==> src/rtl/req_arbiter_8.sv <==
// Eight-way resource arbiter with registered one-hot grant, hold timeout and preemption.
// Define ARB_ROUND_ROBIN_EN for rotating priority; otherwise the highest index wins.
module req_arbiter_8 #(
   parameter int unsigned MAX_HOLD = 16,
   parameter int unsigned HOLD_W   = 8
) (
   input  logic       clk,
   input  logic       rst_n,
   input  logic [7:0] req,
   output logic [7:0] gnt,
   output logic [2:0] gnt_id,
   output logic       gnt_valid,
   output logic       preempt
);

   typedef enum logic [0:0] {StIdle, StGrant} state_t;

   localparam logic [HOLD_W-1:0] HoldLast = HOLD_W'(MAX_HOLD - 1);
   localparam logic [HOLD_W-1:0] HoldMax  = {HOLD_W{1'b1}};
   localparam bit                TimeoutOn = (MAX_HOLD != 0);

   state_t            state;
   logic [HOLD_W-1:0] hold_cnt;
   logic [7:0]        mask;

   logic [7:0] cand;
   logic [2:0] win;
   logic       owner_req;
   logic       competitor;
   logic       timeout;

   // A preempted owner only yields when someone else is actually asking.
   always_comb begin
      cand = req & ~mask;
      if (cand == 8'h00) begin
         cand = req;
      end
   end

`ifdef ARB_ROUND_ROBIN_EN
   logic [2:0]  last_id;
   logic [2:0]  start;
   logic [15:0] dbl;
   logic [7:0]  rot;
   logic [2:0]  off;

   always_comb begin
      start = last_id + 3'd1;
      dbl   = {cand, cand} >> start;
      rot   = dbl[7:0];
      off   = 3'd0;
      for (int k = 7; k >= 0; k--) begin
         if (rot[k]) begin
            off = 3'(k);
         end
      end
      win = start + off;
   end
`else
   // 8-to-3 priority encoder, highest index dominates.
   always_comb begin
      win = 3'd0;
      for (int i = 0; i < 8; i++) begin
         if (cand[i]) begin
            win = 3'(i);
         end
      end
   end
`endif

   assign owner_req  = |(req & gnt);
   assign competitor = |(req & ~gnt);
   assign timeout    = TimeoutOn && (hold_cnt == HoldLast) && competitor;

   always_ff @(posedge clk or negedge rst_n) begin
      if (!rst_n) begin
         state     <= StIdle;
         gnt       <= 8'h00;
         gnt_id    <= 3'd0;
         gnt_valid <= 1'b0;
         preempt   <= 1'b0;
         hold_cnt  <= '0;
         mask      <= 8'h00;
`ifdef ARB_ROUND_ROBIN_EN
         last_id   <= 3'd7;
`endif
      end else begin
         unique case (state)
            StIdle: begin
               preempt <= 1'b0;
               if (req != 8'h00) begin
                  gnt       <= 8'b1 << win;
                  gnt_id    <= win;
                  gnt_valid <= 1'b1;
                  hold_cnt  <= '0;
                  mask      <= 8'h00;
                  state     <= StGrant;
`ifdef ARB_ROUND_ROBIN_EN
                  last_id   <= win;
`endif
               end
            end
            StGrant: begin
               if (!owner_req) begin
                  gnt       <= 8'h00;
                  gnt_id    <= 3'd0;
                  gnt_valid <= 1'b0;
                  preempt   <= 1'b0;
                  hold_cnt  <= '0;
                  state     <= StIdle;
               end else if (timeout) begin
                  mask      <= gnt;
                  gnt       <= 8'h00;
                  gnt_id    <= 3'd0;
                  gnt_valid <= 1'b0;
                  preempt   <= 1'b1;
                  hold_cnt  <= '0;
                  state     <= StIdle;
               end else begin
                  preempt <= 1'b0;
                  if (hold_cnt != HoldMax) begin
                     hold_cnt <= hold_cnt + 1'b1;
                  end
               end
            end
            default: begin
               state <= StIdle;
            end
         endcase
      end
   end

endmodule

==> config.mk <==
export PLATFORM = sky130hd
export DESIGN_NAME = req_arbiter_8
export DESIGN_NICKNAME = d
export VERILOG_FILES = /design/src/rtl/req_arbiter_8.sv
export SDC_FILE = /design/constraint.sdc
export NUM_CORES = 1
export LEC_CHECK = 0
export CAP_MARGIN = 0
export CELL_PAD_IN_SITES_DETAIL_PLACEMENT = 2
export CELL_PAD_IN_SITES_GLOBAL_PLACEMENT = 2
export CORE_UTILIZATION = 25
export CTS_CLUSTER_DIAMETER = 200
export CTS_CLUSTER_SIZE = 30
export DETAILED_ROUTE_END_ITERATION = 7
export PLACE_DENSITY_LB_ADDON = 0.08
export SETUP_SLACK_MARGIN = 0.15
export SLEW_MARGIN = 20
export SYNTH_ARGS = -nofsm -noshare
export SYNTH_HDL_FRONTEND = slang
export SYNTH_SLANG_ARGS = --single-unit
==> constraint.sdc <==
create_clock -name clk -period 2.55 [get_ports clk]
set_input_delay 0.3825 -clock clk [delete_from_list [all_inputs] [get_ports clk]]
set_output_delay 0.3825 -clock clk [all_outputs]
set_load 0.02 [all_outputs]
==> results of run 1 <==
-- registers in the layout, summed over array words and instances (netlist names) --
name       cells
mask           8
gnt_id         3
hold_cnt       8
preempt        1
gnt_valid      1
gnt            8
state          1
-- critical path, cell delays in order --
cell             delay (ns)
clkdlybuf4s50_1        0.52
inv_2                  0.06
buf_4                  0.14
o2111ai_4              0.29
o21ai_2                0.13
a221oi_4               0.41
or4b_1                 0.49
o21ai_1                0.14
-- path summary, 6_finish.rpt --
| path | start | end | slack, ns | cells after the start |
|---|---|---|---|---|
| max reg2reg | hold_cnt[0] | hold_cnt[7] | 0.42 | 7 |
| max in group asynchronous | rst_n | gnt[1] | 1.75 | 2 |
| min reg2reg | gnt_valid | gnt_valid | 0.48 | 2 |
| min in group asynchronous | rst_n | hold_cnt[2] | 0.50 | 2 |
| max | req[4] | gnt[3] | 0.20 | 8 |
| min | gnt_valid | gnt_valid | 0.48 | 2 |
-- area by class of cell --
type / instances / area share
clock buffer: 5 / 0.0302
multi-input combinational: 132 / 0.384
timing repair buffer: 49 / 0.185
sequential: 30 / 0.329
inverter: 7 / 0.0115
tap: 77 / 0.0422
clock inverter: 3 / 0.0175
-- what timing repair did --
action	4_1_cts	5_1_grt
buffers inserted	0	3
pin swaps	0	1
hold buffers	0	0
setup endpoints to repair	14	19
gates resized for setup	2	6
cloned	0	0
-- through the flow --
step / util / setup TNS [ns] / setup WS (ns) / cells / area (µm²)
final: 0.359 / 0 / 0.196 / 303 / 2280
after global routing: 0.359 / 0 / 0.114 / 303 / 2280
after CTS: 0.351 / 0 / 0.162 / 300 / 2230
after detailed placement: 0.333 / -2.93 / -0.233 / 292 / 2110
after global placement: 0.333 / -1.42 / -0.138 / 292 / 2110
after floorplan: - / 0 / 0.723 / 173 / 1640
-- power by group through the flow --
| stage | clock network (mW) | logic (mW) | registers (mW) |
|---|---|---|---|
| 3_5_place_dp | 0 | 0.490 | 0.589 |
| 6_report | 0.484 | 0.503 | 0.578 |
| 4_1_cts | 0.500 | 0.492 | 0.580 |
| 5_1_grt | 0.516 | 0.543 | 0.587 |
| 2_1_floorplan | 0 | 0.180 | 0.640 |
| 3_3_place_gp | 0 | 0.480 | 0.586 |
-- cell usage in the layout, fill, tap and decap left out, types with 3 or more instances in the layout --
master / count
a21oi_1: 9
a22o_1: 5
a22oi_1: 6
and3_1: 3
buf_4: 27
clkbuf_8: 5
clkdlybuf4s50_1: 22
dfrtp_1: 30
inv_1: 5
nand2_1: 32
nand2b_1: 9
nand3_1: 5
nand4_1: 3
nor2_1: 3
o21ai_0: 14
o21ai_1: 4
or3_1: 3
-- metal layers --
metal  global-route usage  part of all wire  wire [µm]  vias to the layer above
met5                    0                 0          0                        -
met2                0.335              0.54       3140                       20
met3               0.0318             0.025        142                        7
met1                0.214              0.42       2440                      827
met4               0.0596             0.011         65                        0
li1                     -                 -          -                      742
-- kinds of logic (layout without fill, tap and decap cells) --
group | after synthesis | in the layout
and+or+nand+nor | 70 | 70
AOI/OAI and AO/OA | 58 | 58
DFF | 30 | 30
buffers and inverters | 11 | 64
xor gates and xnor gates | 2 | 2
adders and majority gates | 1 | 1
muxes | 1 | 1
==> results.md, run 1 <==
- Status: complete, but fails checks
- Failing checks: design-rule violations
- Post-synthesis compound-gate area fraction: 0.274
- Largest family of logic cells by synthesized area: compound AO/OA/AOI/OAI gates
- Ports: 23
- Post-route DRC: 2
- Crit Path Max Fanout: 6
- XOR/XNOR share of the synthesized area: 0.0107
- Sequential element share of the synthesized area: 0.459
- Worst Setup Start Kind: input port
- Max Clock Skew: 0.00506 ns
- Post-Syn Instances: 173
- Syn_nets: 184
- Seq pwr share: 0.369
- Crit end category: flop
- Die Ht: 82.9 µm
- Crit path DAT: roughly 2.6 ns
- Final net count: 236
- Reg area: approximately 750 µm²
- Pwr/cell area: 686 nW/µm²
- Total Routing Usage GR: 0.182
- Clk pwr share: 0.309
- Hold Crit Class: reg -> reg
- Synth area leaders: dfrtp_1, nand2_1, o21ai_0
- Final Power: 1.57 mW
- Clk sinks: 30
- Post-synth EDFFs: 0
- Adder-Cell Fraction of Synth Area: 0.00765
- Part of the cycle the worst path needs: 0.923
- Routed WL: 5.79 mm
- Wire per inst: 19.1 µm
- Simple-Gate Fraction of Synth Area: 0.216
- Final min period: between 2 and 2.5 ns
- Clock slew at the register clock pins of the worst setup and hold paths: 0.07 ns
- CTS tree: built
- Multiplexer share of the synthesized area: 0.00612
- Initial Util: 0.258
- Largest net degree at the start of global routing: 31
- Synth warn: 0
- DP Wirelength: approximately 4.4 mm
- Slew Limit Fails: 0
- Die Area: 6870 µm²
- Area taken by multi-input logic gates: roughly 880 µm²
- First-pass GRT wire length: 9.78 mm
- Initial antenna violation count: 0
- Post-Synthesis Cell Area: 1640 µm²
- FF+latch count, synth: 30
- Min Hold Slack: 0.482 ns
- Dominant synthesized flop cell: dfrtp_1
- Vias per cell: 5.27
- Count of cell types in the netlist: 41
- Layout cell share with drive strength beyond 1: 0.217
- Critical path required time: about 2.8 ns
- P&R area growth vs syn: 39.4%
- Clock root cell: clkbuf_8
- Leakage power: 0.965 nW
- CORE AREA: 6350 µm²
- Clock buffer depth: 2
- Pre-antenna DRT Iters: 6
- Critical path class: in -> reg
- GPL Wtd Cong: about 0.80
- Routed Antenna Nets: 0
- Sw Share: 0.335
- I/O Buffers: 22
- Asr flop ratio synth: 1.00
- Syn avg cell area: 9.46 µm²
- Global route total overflow: 0
- RSZ-0062 raised after global routing: yes
- Worst Tran Pin Value: 0.562 ns
- Logic gate share of total power: 0.322
- VDD IR max: 0.249 mV
- Row count: 29
- Yosys top cell area share: 0.459
- Max-Slew Margin vs Limit: 0.624
- Vias: 1596
- DRT iter0 DRCs: 30
- # Max-Cap Violations: 0
- Num CTS Buffers: 5
- Final Hold Fails: 0
- Vias in the first global route: about 1800
- Post-synth top cells: nand2_1, dfrtp_1, o21ai_0, a21oi_1, nand2b_1
- Layout fillers: 708
- NetSw: 0.525 mW
- Setup violations, final: 0
- Internal Power: 1.04 mW
- Fmax: 425 MHz
- Die Width: between 80 and 90 µm
- Clk Latency, worst-skew pair: around 0.28 ns
- Most common cell in the netlist: nand2_1
- H-tree level count: 2
- Top cell type by total area after synthesis: dfrtp_1
- ANT cells: 0
Power figures use the tool's default switching activity.
==> run 2: changes to the inputs <==
SKIP_CTS_REPAIR_TIMING = 1   (was default)
==> results.md, run 2 (synthesis gave the netlist of run 1 again) <==
- Vias per cell: 5.22 (was 5.27)
- Wl on met1: 2.53 mm (was 2.44 mm)
- Clk Latency, worst-skew pair: 0.28 ns (about the same)
- Layout cell share with drive strength beyond 1: 0.224 (was 0.217)
- WL met3: 148 µm (was 142 µm)
- Slew Limit Fails: 0 (unchanged)
- Most frequent cells in the layout: nand2_1, dfrtp_1, buf_4 (unchanged)
- P&R area growth vs syn: 41.1% (was 39.4%)
- H-tree level count: 2 (unchanged)
- Reg area: 751 µm² (unchanged)
- Post-route DRC: 2 (unchanged)
- Setup violations, final: 0 (unchanged)
- Final min period: 2.36 ns (was 2.35 ns)
- RSZ-0062 raised after global routing: yes (unchanged)
- Worst Tran Pin Value: 0.561 ns (was 0.562 ns)
- Ports: 23 (unchanged)
- Max layer used: met4 (unchanged)
- Initial antenna violation count: 0 (unchanged)
- Pre-antenna DRT Iters: 6 (unchanged)
- Final Hold Fails: 0 (unchanged)
- Failing checks: design-rule violations (unchanged)
- ANT cells: 0 (unchanged)
- # Max-Cap Violations: 0 (unchanged)
- Leakage power: 0.979 nW (was 0.965 nW)
- Clock buffer depth: 2 (unchanged)
- Final net count: 238 (was 236)
- Layout fillers: 709 (was 708)
- Critical path required time: 2.76 ns (about the same)
- CTS tree: built (unchanged)
- Crit path DAT: 2.56 ns (about the same)
- Final Power: 1.59 mW (was 1.57 mW)
- Worst Setup Start Kind: input port (unchanged)
- Initial Util: 0.258 (unchanged)
- Max-Slew Margin vs Limit: 0.624 (about the same)
- Row count: 29 (unchanged)
- Routed Antenna Nets: 0 (unchanged)
- Clock root cell: clkbuf_8 (unchanged)
- Vias in the first global route: 1821 (was 1825)
- Crit Path Max Fanout: 6 (unchanged)
- Largest registers: gnt x8, hold_cnt x8, mask x8 (unchanged)
- DRT iter0 DRCs: 36 (was 30)
- Clk sinks: 30 (unchanged)
- CORE AREA: 6350 µm² (unchanged)
- DP Wirelength: 4.40 mm (unchanged)
- Pwr/cell area: 690 nW/µm² (was 686 nW/µm²)
- Status: complete, but fails checks (unchanged)
- Commonest non-fill, non-tap cell in the layout: nand2_1 (unchanged)
- Vias: 1593 (was 1596)
- VDD IR max: 0.248 mV (was 0.249 mV)
- Area taken by multi-input logic gates: 877 µm² (unchanged)
- Max Clock Skew: 0.00555 ns (was 0.00506 ns)
- Fmax: 424 MHz (was 425 MHz)
- Critical path class: in -> reg (unchanged)
- Num CTS Buffers: 5 (unchanged)
- First-pass GRT wire length: 9.79 mm (was 9.78 mm)
- Wire per inst: 19.4 µm (was 19.1 µm)
- Part of the cycle the worst path needs: 0.924 (was 0.923)
- GPL Wtd Cong: 0.804 (unchanged)
- I/O Buffers: 22 (unchanged)
- Clock slew at the register clock pins of the worst setup and hold paths: 0.07 ns (about the same)
- Die Area: 6870 µm² (unchanged)
- Total Routing Usage GR: 0.183 (was 0.182)
- Wire length on met2: 3.17 mm (was 3.14 mm)
- Global route total overflow: 0 (unchanged)
- Die Width: 82.9 µm (unchanged)
- Placed cell count: 292 (unchanged)
- Crit end category: flop (unchanged)
- Die Ht: 82.9 µm (unchanged)
- Hold Crit Class: reg -> reg (unchanged)
- Fin cells: 305 (was 303)
- Largest net degree at the start of global routing: 31 (unchanged)
- Routed WL: 5.92 mm (was 5.79 mm)
- TNS Setup: 0 ns (unchanged)
==> run 2: stage by stage <==
step	worst slack (ns)	util	hold slack, ns	instance area (µm²)
after floorplan	0.723	-	0.0869	1640
after global placement	-0.138	0.333	0.463	2110
after detailed placement	-0.233	0.333	0.472	2110
after CTS	-0.0138	0.350	0.490	2220
after global routing	0.114	0.364	0.505	2310
final	0.194	0.364	0.478	2310
==> run 2: critical path, cell delays in order <==
cell and delay (ns):
clkdlybuf4s50_1 0.52, inv_2 0.06, buf_4 0.14, o2111ai_4 0.29
o21ai_2 0.13, a221oi_4 0.40, or4b_1 0.49, o21ai_1 0.14
==> run 2: path summary, 6_finish.rpt <==
path	from	to	slack [ns]	cells after the start
setup / recovery	req[4]	gnt[3]	0.19	8
hold / removal	gnt_valid	gnt_valid	0.48	2
setup reg to reg	hold_cnt[0]	hold_cnt[7]	0.41	7
hold reg to reg	gnt_valid	gnt_valid	0.48	2
max in group asynchronous	rst_n	gnt[1]	1.75	2
min in group asynchronous	rst_n	hold_cnt[2]	0.50	2
==> run 2: final cells by class <==
cell class	instances	area share
clock inverters	3	0.0173
flip-flops and latches	30	0.325
inverters	7	0.0114
clock buffers	5	0.0298
well taps	77	0.0417
repair buffers	51	0.195
multi-input cells	132	0.380
==> run 2: power by group <==
part           total, mW  switching (mW)  internal (mW)
Combinational      0.534           0.293          0.242
Clock              0.482           0.194          0.287
Sequential         0.578          0.0428          0.536
Total               1.59           0.530           1.06
==> run 2: layer usage <==
metal	vias to the layer above	global-route usage
met5	-	0
met4	0	0.0596
met3	7	0.0318
met2	22	0.335
met1	819	0.215
li1	745	-
